`src/rtl/cla_nibble_sequencer.sv`:
```
// cla_nibble_sequencer: multi-cycle WIDTH-bit adder that walks operands one nibble per cycle
// through an external 4-bit carry-lookahead block and returns sum/cout/ovf via valid/ready.
module cla_nibble_sequencer #(
    parameter int WIDTH = 16
) (
    input  logic             clk,
    input  logic             rst_n,
    input  logic             in_valid,
    output logic             in_ready,
    input  logic [WIDTH-1:0] a,
    input  logic [WIDTH-1:0] b,
    input  logic             cin,
    output logic [3:0]       p,
    output logic [3:0]       g,
    output logic             ci,
    input  logic [3:1]       c,
    input  logic             cout_blk,
    output logic             out_valid,
    input  logic             out_ready,
    output logic [WIDTH-1:0] sum,
    output logic             cout,
    output logic             ovf
);
    localparam int NIB = WIDTH / 4;
    localparam int IW  = (NIB > 1) ? $clog2(NIB) : 1;
    localparam logic [1:0] IDLE = 2'd0;
    localparam logic [1:0] RUN  = 2'd1;
    localparam logic [1:0] DONE = 2'd2;

    logic [1:0]       r_state;
    logic [WIDTH-1:0] r_a;
    logic [WIDTH-1:0] r_b;
    logic [WIDTH-1:0] r_sum;
    logic [IW-1:0]    r_idx;
    logic             r_carry;
    logic             r_cout;
    logic             r_ovf;
    logic             w_run;
    logic             w_last;

    always_comb begin
        w_run     = r_state == RUN;
        w_last    = r_idx == IW'(NIB - 1);
        p         = w_run ? r_a[4*r_idx +: 4] ^ r_b[4*r_idx +: 4] : 4'd0;
        g         = w_run ? r_a[4*r_idx +: 4] & r_b[4*r_idx +: 4] : 4'd0;
        ci        = w_run ? r_carry : 1'b0;
        in_ready  = r_state == IDLE;
        out_valid = r_state == DONE;
        sum       = r_sum;
        cout      = r_cout;
        ovf       = r_ovf;
    end

    // carry block responses are consumed only while RUN drives p/g/ci
    always_ff @(posedge clk or negedge rst_n) begin
        if (!rst_n) begin
            r_state <= IDLE;
            r_a     <= '0;
            r_b     <= '0;
            r_sum   <= '0;
            r_idx   <= '0;
            r_carry <= 1'b0;
            r_cout  <= 1'b0;
            r_ovf   <= 1'b0;
        end else if (r_state == IDLE) begin
            if (in_valid) begin
                r_a     <= a;
                r_b     <= b;
                r_carry <= cin;
                r_idx   <= '0;
                r_state <= RUN;
            end
        end else if (w_run) begin
            r_sum[4*r_idx +: 4] <= p ^ {c, r_carry};
            r_carry             <= cout_blk;
            r_idx               <= r_idx + 1'b1;
            if (w_last) begin
                r_cout  <= cout_blk;
                r_ovf   <= c[3] ^ cout_blk;
                r_state <= DONE;
            end
        end else if (out_ready) begin
            r_state <= IDLE;
        end
    end
endmodule

```
`config.mk`:
```
export PLATFORM = sky130hd
export DESIGN_NAME = cla_nibble_sequencer
export DESIGN_NICKNAME = d
export VERILOG_FILES = /design/src/rtl/cla_nibble_sequencer.sv
export SDC_FILE = /design/constraint.sdc
export NUM_CORES = 1
export LEC_CHECK = 0
export CELL_PAD_IN_SITES_DETAIL_PLACEMENT = 1
export CELL_PAD_IN_SITES_GLOBAL_PLACEMENT = 2
export CORE_UTILIZATION = 35
export CTS_CLUSTER_DIAMETER = 200
export CTS_CLUSTER_SIZE = 14
export DETAILED_ROUTE_END_ITERATION = 16
export PLACE_DENSITY = 0.83
export SLEW_MARGIN = 20
export SYNTH_ARGS = -nofsm -noshare
export SYNTH_HDL_FRONTEND = slang
export SYNTH_SLANG_ARGS = --single-unit
export TNS_END_PERCENT = 20
```
`constraint.sdc`:
```
create_clock -name clk -period 5.6 [get_ports clk]
set_input_delay 1.12 -clock clk [delete_from_list [all_inputs] [get_ports clk]]
set_output_delay 1.12 -clock clk [all_outputs]
set_load 0.03 [all_outputs]
```
==> metrics.txt <==
# TYPE chip_impl_metric gauge
chip_impl_info{name="status",value="finished clean"} 1
chip_impl_metric{name="via_count_of_the_first_global_routing_pass",unit=""} 1814
chip_impl_metric{name="pins_over_slew_limit",unit=""} 0
chip_impl_metric{name="placed_cells",unit=""} 344
chip_impl_metric{name="place_congestion",unit=""} 0.681
chip_impl_metric{name="max-cap-violations",unit=""} 0
chip_impl_metric{name="antenna_violations_before_repair",unit=""} 0
chip_impl_metric{name="dr.first_iter.drc_count",unit=""} 35
chip_impl_metric{name="skew",unit="ns"} 0.00462
chip_impl_metric{name="route.detailed.vias_per_inst",unit=""} 4.84
chip_impl_metric{name="avgSynthCellArea",unit="um2"} 14.0
chip_impl_metric{name="number_of_levels_in_the_clock_h_tree",unit=""} 2
chip_impl_metric{name="yosysTopAreaCellShare",unit=""} 0.531
chip_impl_info{name="hp-start",value="sum[1]$_DFFE_PN0P_"} 1
chip_impl_metric{name="synth_seq_cells",unit=""} 55
chip_impl_metric{name="place.port_buffers",unit=""} 69
chip_impl_metric{name="setup_violating_endpoint_count_in_the_final_report",unit=""} 0
chip_impl_metric{name="vias",unit=""} 1705
chip_impl_metric{name="floorplan.initialDensity",unit=""} 0.371
chip_impl_metric{name="final_net_count",unit=""} 306
chip_impl_metric{name="worst_slew_margin_rel",unit=""} 0.471
chip_impl_metric{name="worst_skew_pair.late_latency",unit="ns"} 0.30
chip_impl_metric{name="layout_setup_ws",unit="ns"} 1.56
chip_impl_metric{name="cellPowerDensity",unit="mW/mm2"} 653
chip_impl_metric{name="synth.lib_cells_used.distinct",unit=""} 32
chip_impl_metric{name="rrSetupSlack",unit="ns"} 2.99
chip_impl_metric{name="fin_crit_sh",unit=""} 0.721
chip_impl_info{name="post-synth-top-area-cell",value="sky130_fd_sc_hd__dfrtp_1"} 1
chip_impl_info{name="worst_path_dominant_cell_family",value="flip-flops"} 1
chip_impl_metric{name="cpPeakStageDelay",unit="ns"} 0.87
chip_impl_metric{name="worstPathBufferInverterCount",unit=""} 1
chip_impl_metric{name="routed_wirelength",unit="mm"} 5.44
chip_impl_metric{name="clk_pin_slew",unit="ns"} 0.09
chip_impl_metric{name="ios",unit=""} 70
chip_impl_metric{name="yosys_warnings",unit=""} 0
chip_impl_metric{name="area_overhead_of_the_layout_relative_to_synthesis",unit="%"} 32.4
chip_impl_metric{name="syn-num-nets",unit=""} 236
chip_impl_metric{name="dieHeight",unit="um"} 88.0
chip_impl_metric{name="final_cells",unit=""} 352
chip_impl_metric{name="cts.sink_count",unit=""} 55
chip_impl_info{name="ws_path_type",value="flop to primary output"} 1
chip_impl_info{name="rsz_0062_raised_after_global_routing",value="false"} 1
chip_impl_info{name="cts_tree",value="done"} 1
chip_impl_metric{name="row_count",unit=""} 30
chip_impl_metric{name="fraction_of_layout_instances_using_a_drive_strength_above_1",unit=""} 0.203
chip_impl_info{name="crit_path_end_kind",value="primary output"} 1
chip_impl_metric{name="totalNegativeSetupSlack",unit="ns"} 0
chip_impl_metric{name="antenna_left",unit=""} 0
chip_impl_metric{name="drc",unit=""} 0
chip_impl_metric{name="synth.yosys.seq_area_share",unit=""} 0.531
chip_impl_metric{name="worst_case_setup_slack_after_placement",unit="ns"} 1.88
chip_impl_info{name="worstSetupStartpoint",value="r_idx[0]$_DFFE_PN0P_"} 1
chip_impl_metric{name="die-width",unit="um"} 88.0
chip_impl_metric{name="ir_worst_vdd",unit="mV"} 0.203
chip_impl_metric{name="worstMarginPinSlew",unit="ns"} 0.793
chip_impl_metric{name="hold_violations",unit=""} 0
chip_impl_metric{name="grt_pass1_wl",unit="mm"} 9.27
chip_impl_metric{name="cts_inserted_buffers",unit=""} 5
chip_impl_metric{name="hpwl",unit="mm"} 4.10
chip_impl_metric{name="avgRoutedWirePerCell",unit="um"} 15.5
chip_impl_metric{name="crit_required",unit="ns"} 4.48
chip_impl_info{name="timing.hold.worst.class",value="flop to flop"} 1
chip_impl_metric{name="finalHoldWorstSlack",unit="ns"} 0.486
chip_impl_metric{name="post_cts.repair.setup_buffers",unit=""} 0
chip_impl_info{name="r2r_start",value="r_idx[0]$_DFFE_PN0P_"} 1
chip_impl_metric{name="ctsResizeCount",unit=""} 0
chip_impl_metric{name="max_freq",unit="MHz"} 248
chip_impl_metric{name="leakage",unit="nW"} 1.44
chip_impl_metric{name="grt_remaining_overflow",unit=""} 0
chip_impl_info{name="timing.critical_path.slowest_stage_cell",value="sky130_fd_sc_hd__dfrtp_1"} 1
chip_impl_metric{name="core-area",unit="mm2"} 0.00698
chip_impl_metric{name="grt_max_degree",unit=""} 56
chip_impl_metric{name="fp.dieArea",unit="mm2"} 0.00775
chip_impl_metric{name="detailedRoute.firstPassIterationCount",unit=""} 4
chip_impl_metric{name="max-clock-path-buffers",unit=""} 2
chip_impl_metric{name="antenna_cells_inserted",unit=""} 0
chip_impl_metric{name="total_global_routing_track_utilization",unit=""} 0.158
chip_impl_info{name="crit_path_start_kind",value="flop"} 1
chip_impl_metric{name="critical_path_arrival",unit="ns"} 2.92
chip_impl_info{name="ys_top_cells_by_area",value="sky130_fd_sc_hd__dfrtp_1 (53%), sky130_fd_sc_hd__mux2_2 (14%), sky130_fd_sc_hd__mux4_2 (7.0%)"} 1
chip_impl_metric{name="period_minus_slack",unit="ns"} 4.04
chip_impl_metric{name="worst-path-max-fanout",unit=""} 16
chip_impl_metric{name="synth_cells",unit=""} 185
chip_impl_metric{name="cts_hold_repair.buffers",unit=""} 0
chip_impl_info{name="crit_chain",value="mux4_2 -> ha_1 -> and2_1 -> clkdlybuf4s50_1"} 1
chip_impl_metric{name="final_core_utilization",unit=""} 0.491
chip_impl_metric{name="mapped_area",unit="mm2"} 0.00259
chip_impl_info{name="clock_tree.root_cell",value="sky130_fd_sc_hd__clkbuf_8"} 1
==> power by group <==
part	switching, W	internal [W]
Clock	0.000124	0.0000882
Combinational	0.000660	0.000631
Sequential	0.000155	0.000584
==> worst register-to-register path, cell delays in order (launching register included) <==
cell and delay (ns):
sky130_fd_sc_hd__dfrtp_1 0.87, sky130_fd_sc_hd__mux4_2 0.60, sky130_fd_sc_hd__ha_1 0.33, sky130_fd_sc_hd__xnor2_1 0.42, sky130_fd_sc_hd__inv_1 0.08, sky130_fd_sc_hd__a22o_1 0.20
==> Yosys cell counts <==
| master | instances |
|---|---|
| sky130_fd_sc_hd__or3_1 | 2 |
| sky130_fd_sc_hd__o31ai_1 | 1 |
| sky130_fd_sc_hd__buf_2 | 2 |
| sky130_fd_sc_hd__nand2b_1 | 3 |
| sky130_fd_sc_hd__inv_1 | 8 |
| sky130_fd_sc_hd__o21ai_0 | 2 |
| sky130_fd_sc_hd__mux2_2 | 32 |
| sky130_fd_sc_hd__xor2_1 | 1 |
| sky130_fd_sc_hd__o2bb2ai_1 | 8 |
| sky130_fd_sc_hd__a21oi_1 | 1 |
| sky130_fd_sc_hd__nand3_1 | 1 |
| sky130_fd_sc_hd__clkbuf_1 | 2 |
| sky130_fd_sc_hd__a22o_1 | 4 |
| sky130_fd_sc_hd__buf_6 | 4 |
| sky130_fd_sc_hd__nor3b_4 | 1 |
| sky130_fd_sc_hd__and2_1 | 9 |
| sky130_fd_sc_hd__nor2_1 | 2 |
| sky130_fd_sc_hd__nand3b_4 | 1 |
| sky130_fd_sc_hd__dfrtp_1 | 55 |
| sky130_fd_sc_hd__xnor2_1 | 4 |
| sky130_fd_sc_hd__nand3b_1 | 1 |
| sky130_fd_sc_hd__nor4bb_1 | 1 |
| sky130_fd_sc_hd__a21o_1 | 1 |
| sky130_fd_sc_hd__o21ai_1 | 4 |
| sky130_fd_sc_hd__mux4_2 | 8 |
| sky130_fd_sc_hd__or4b_4 | 1 |
| sky130_fd_sc_hd__nand2_1 | 10 |
| sky130_fd_sc_hd__and2b_1 | 1 |
| sky130_fd_sc_hd__o22ai_1 | 2 |
| sky130_fd_sc_hd__and3_1 | 1 |
| sky130_fd_sc_hd__mux2_1 | 2 |
| sky130_fd_sc_hd__ha_1 | 10 |
==> through the flow <==
step / total power (W) / cell area (um2)
after floorplan: 0.00161 / 2590
after global placement: 0.00204 / 3350
after detailed placement: 0.00207 / 3350
after CTS: 0.00228 / 3430
after global routing: 0.00242 / 3430
final: 0.00224 / 3430
==> cells by family after synthesis <==
kind of cell | share of synthesized area
AOI/OAI and AO/OA | 0.0647
xor gates and xnor gates | 0.0169
adders and majority gates | 0.0483
buffers and inverters | 0.0357
DFF | 0.531
muxes | 0.217
and+or+nand+nor | 0.0855
==> registers in the layout, summed over array words and instances (netlist names) <==
| signal | flops |
|---|---|
| r_idx | 2 |
| ovf | 1 |
| sum | 16 |
| r_carry | 1 |
| r_state | 2 |
| r_b | 16 |
| r_a | 16 |
| cout | 1 |
==> placed cells by master (no fill, tap or decap) <==
cell,netlist,routed
sky130_fd_sc_hd__a21o_1,1,1
sky130_fd_sc_hd__a21oi_1,1,1
sky130_fd_sc_hd__a22o_1,4,4
sky130_fd_sc_hd__and2_1,9,9
sky130_fd_sc_hd__and2b_1,1,1
sky130_fd_sc_hd__and3_1,1,1
sky130_fd_sc_hd__buf_2,2,1
sky130_fd_sc_hd__buf_4,0,2
sky130_fd_sc_hd__clkbuf_1,2,2
sky130_fd_sc_hd__clkbuf_8,0,5
sky130_fd_sc_hd__clkdlybuf4s50_1,0,68
sky130_fd_sc_hd__clkinv_2,0,1
sky130_fd_sc_hd__dfrtp_1,55,55
sky130_fd_sc_hd__ha_1,10,10
sky130_fd_sc_hd__inv_1,8,8
sky130_fd_sc_hd__mux2_1,2,2
sky130_fd_sc_hd__mux2_2,32,32
sky130_fd_sc_hd__mux4_2,8,8
sky130_fd_sc_hd__nand2_1,10,10
sky130_fd_sc_hd__nand2b_1,3,3
sky130_fd_sc_hd__nand3_1,1,1
sky130_fd_sc_hd__nand3b_1,1,1
sky130_fd_sc_hd__nand3b_4,1,1
sky130_fd_sc_hd__nor2_1,2,2
sky130_fd_sc_hd__nor3b_4,1,1
sky130_fd_sc_hd__nor4bb_1,1,1
sky130_fd_sc_hd__o21ai_0,2,2
sky130_fd_sc_hd__o21ai_1,4,4
sky130_fd_sc_hd__o22ai_1,2,2
sky130_fd_sc_hd__o2bb2ai_1,8,8
sky130_fd_sc_hd__o31ai_1,1,1
sky130_fd_sc_hd__or3_1,2,2
sky130_fd_sc_hd__or4b_4,1,1
sky130_fd_sc_hd__xnor2_1,4,4
sky130_fd_sc_hd__xor2_1,1,1
==> final timing paths <==
kind | cells past startpoint | to
max | 4 | p[3]
min | 2 | sum[1]$_DFFE_PN0P_
max reg2reg | 5 | sum[7]$_DFFE_PN0P_
min reg2reg | 2 | sum[1]$_DFFE_PN0P_
max in group asynchronous | 2 | r_a[7]$_DFFE_PN0P_
min in group asynchronous | 2 | sum[1]$_DFFE_PN0P_
==> cell type report <==
cell class | count | area (um2)
timing repair buffer | 71 | 701
fill | 735 | 3550
tap | 96 | 120
multi-input combinational | 114 | 1120
clock inverter | 1 | 5.00
sequential | 55 | 1380
inverter | 8 | 30.0
clock buffer | 7 | 76.3
==> layer usage <==
| metal | share of wire | vias up | global-route usage | wire [um] |
|---|---|---|---|---|
| li1 | - | 807 | - | - |
| met2 | 0.47 | 52 | 0.237 | 2540 |
| met5 | 0 | - | 0 | 0 |
| met1 | 0.47 | 838 | 0.232 | 2580 |
| met3 | 0.045 | 8 | 0.0320 | 246 |
| met4 | 0.012 | 0 | 0.0455 | 67 |
(Power assumes the default switching activity.)
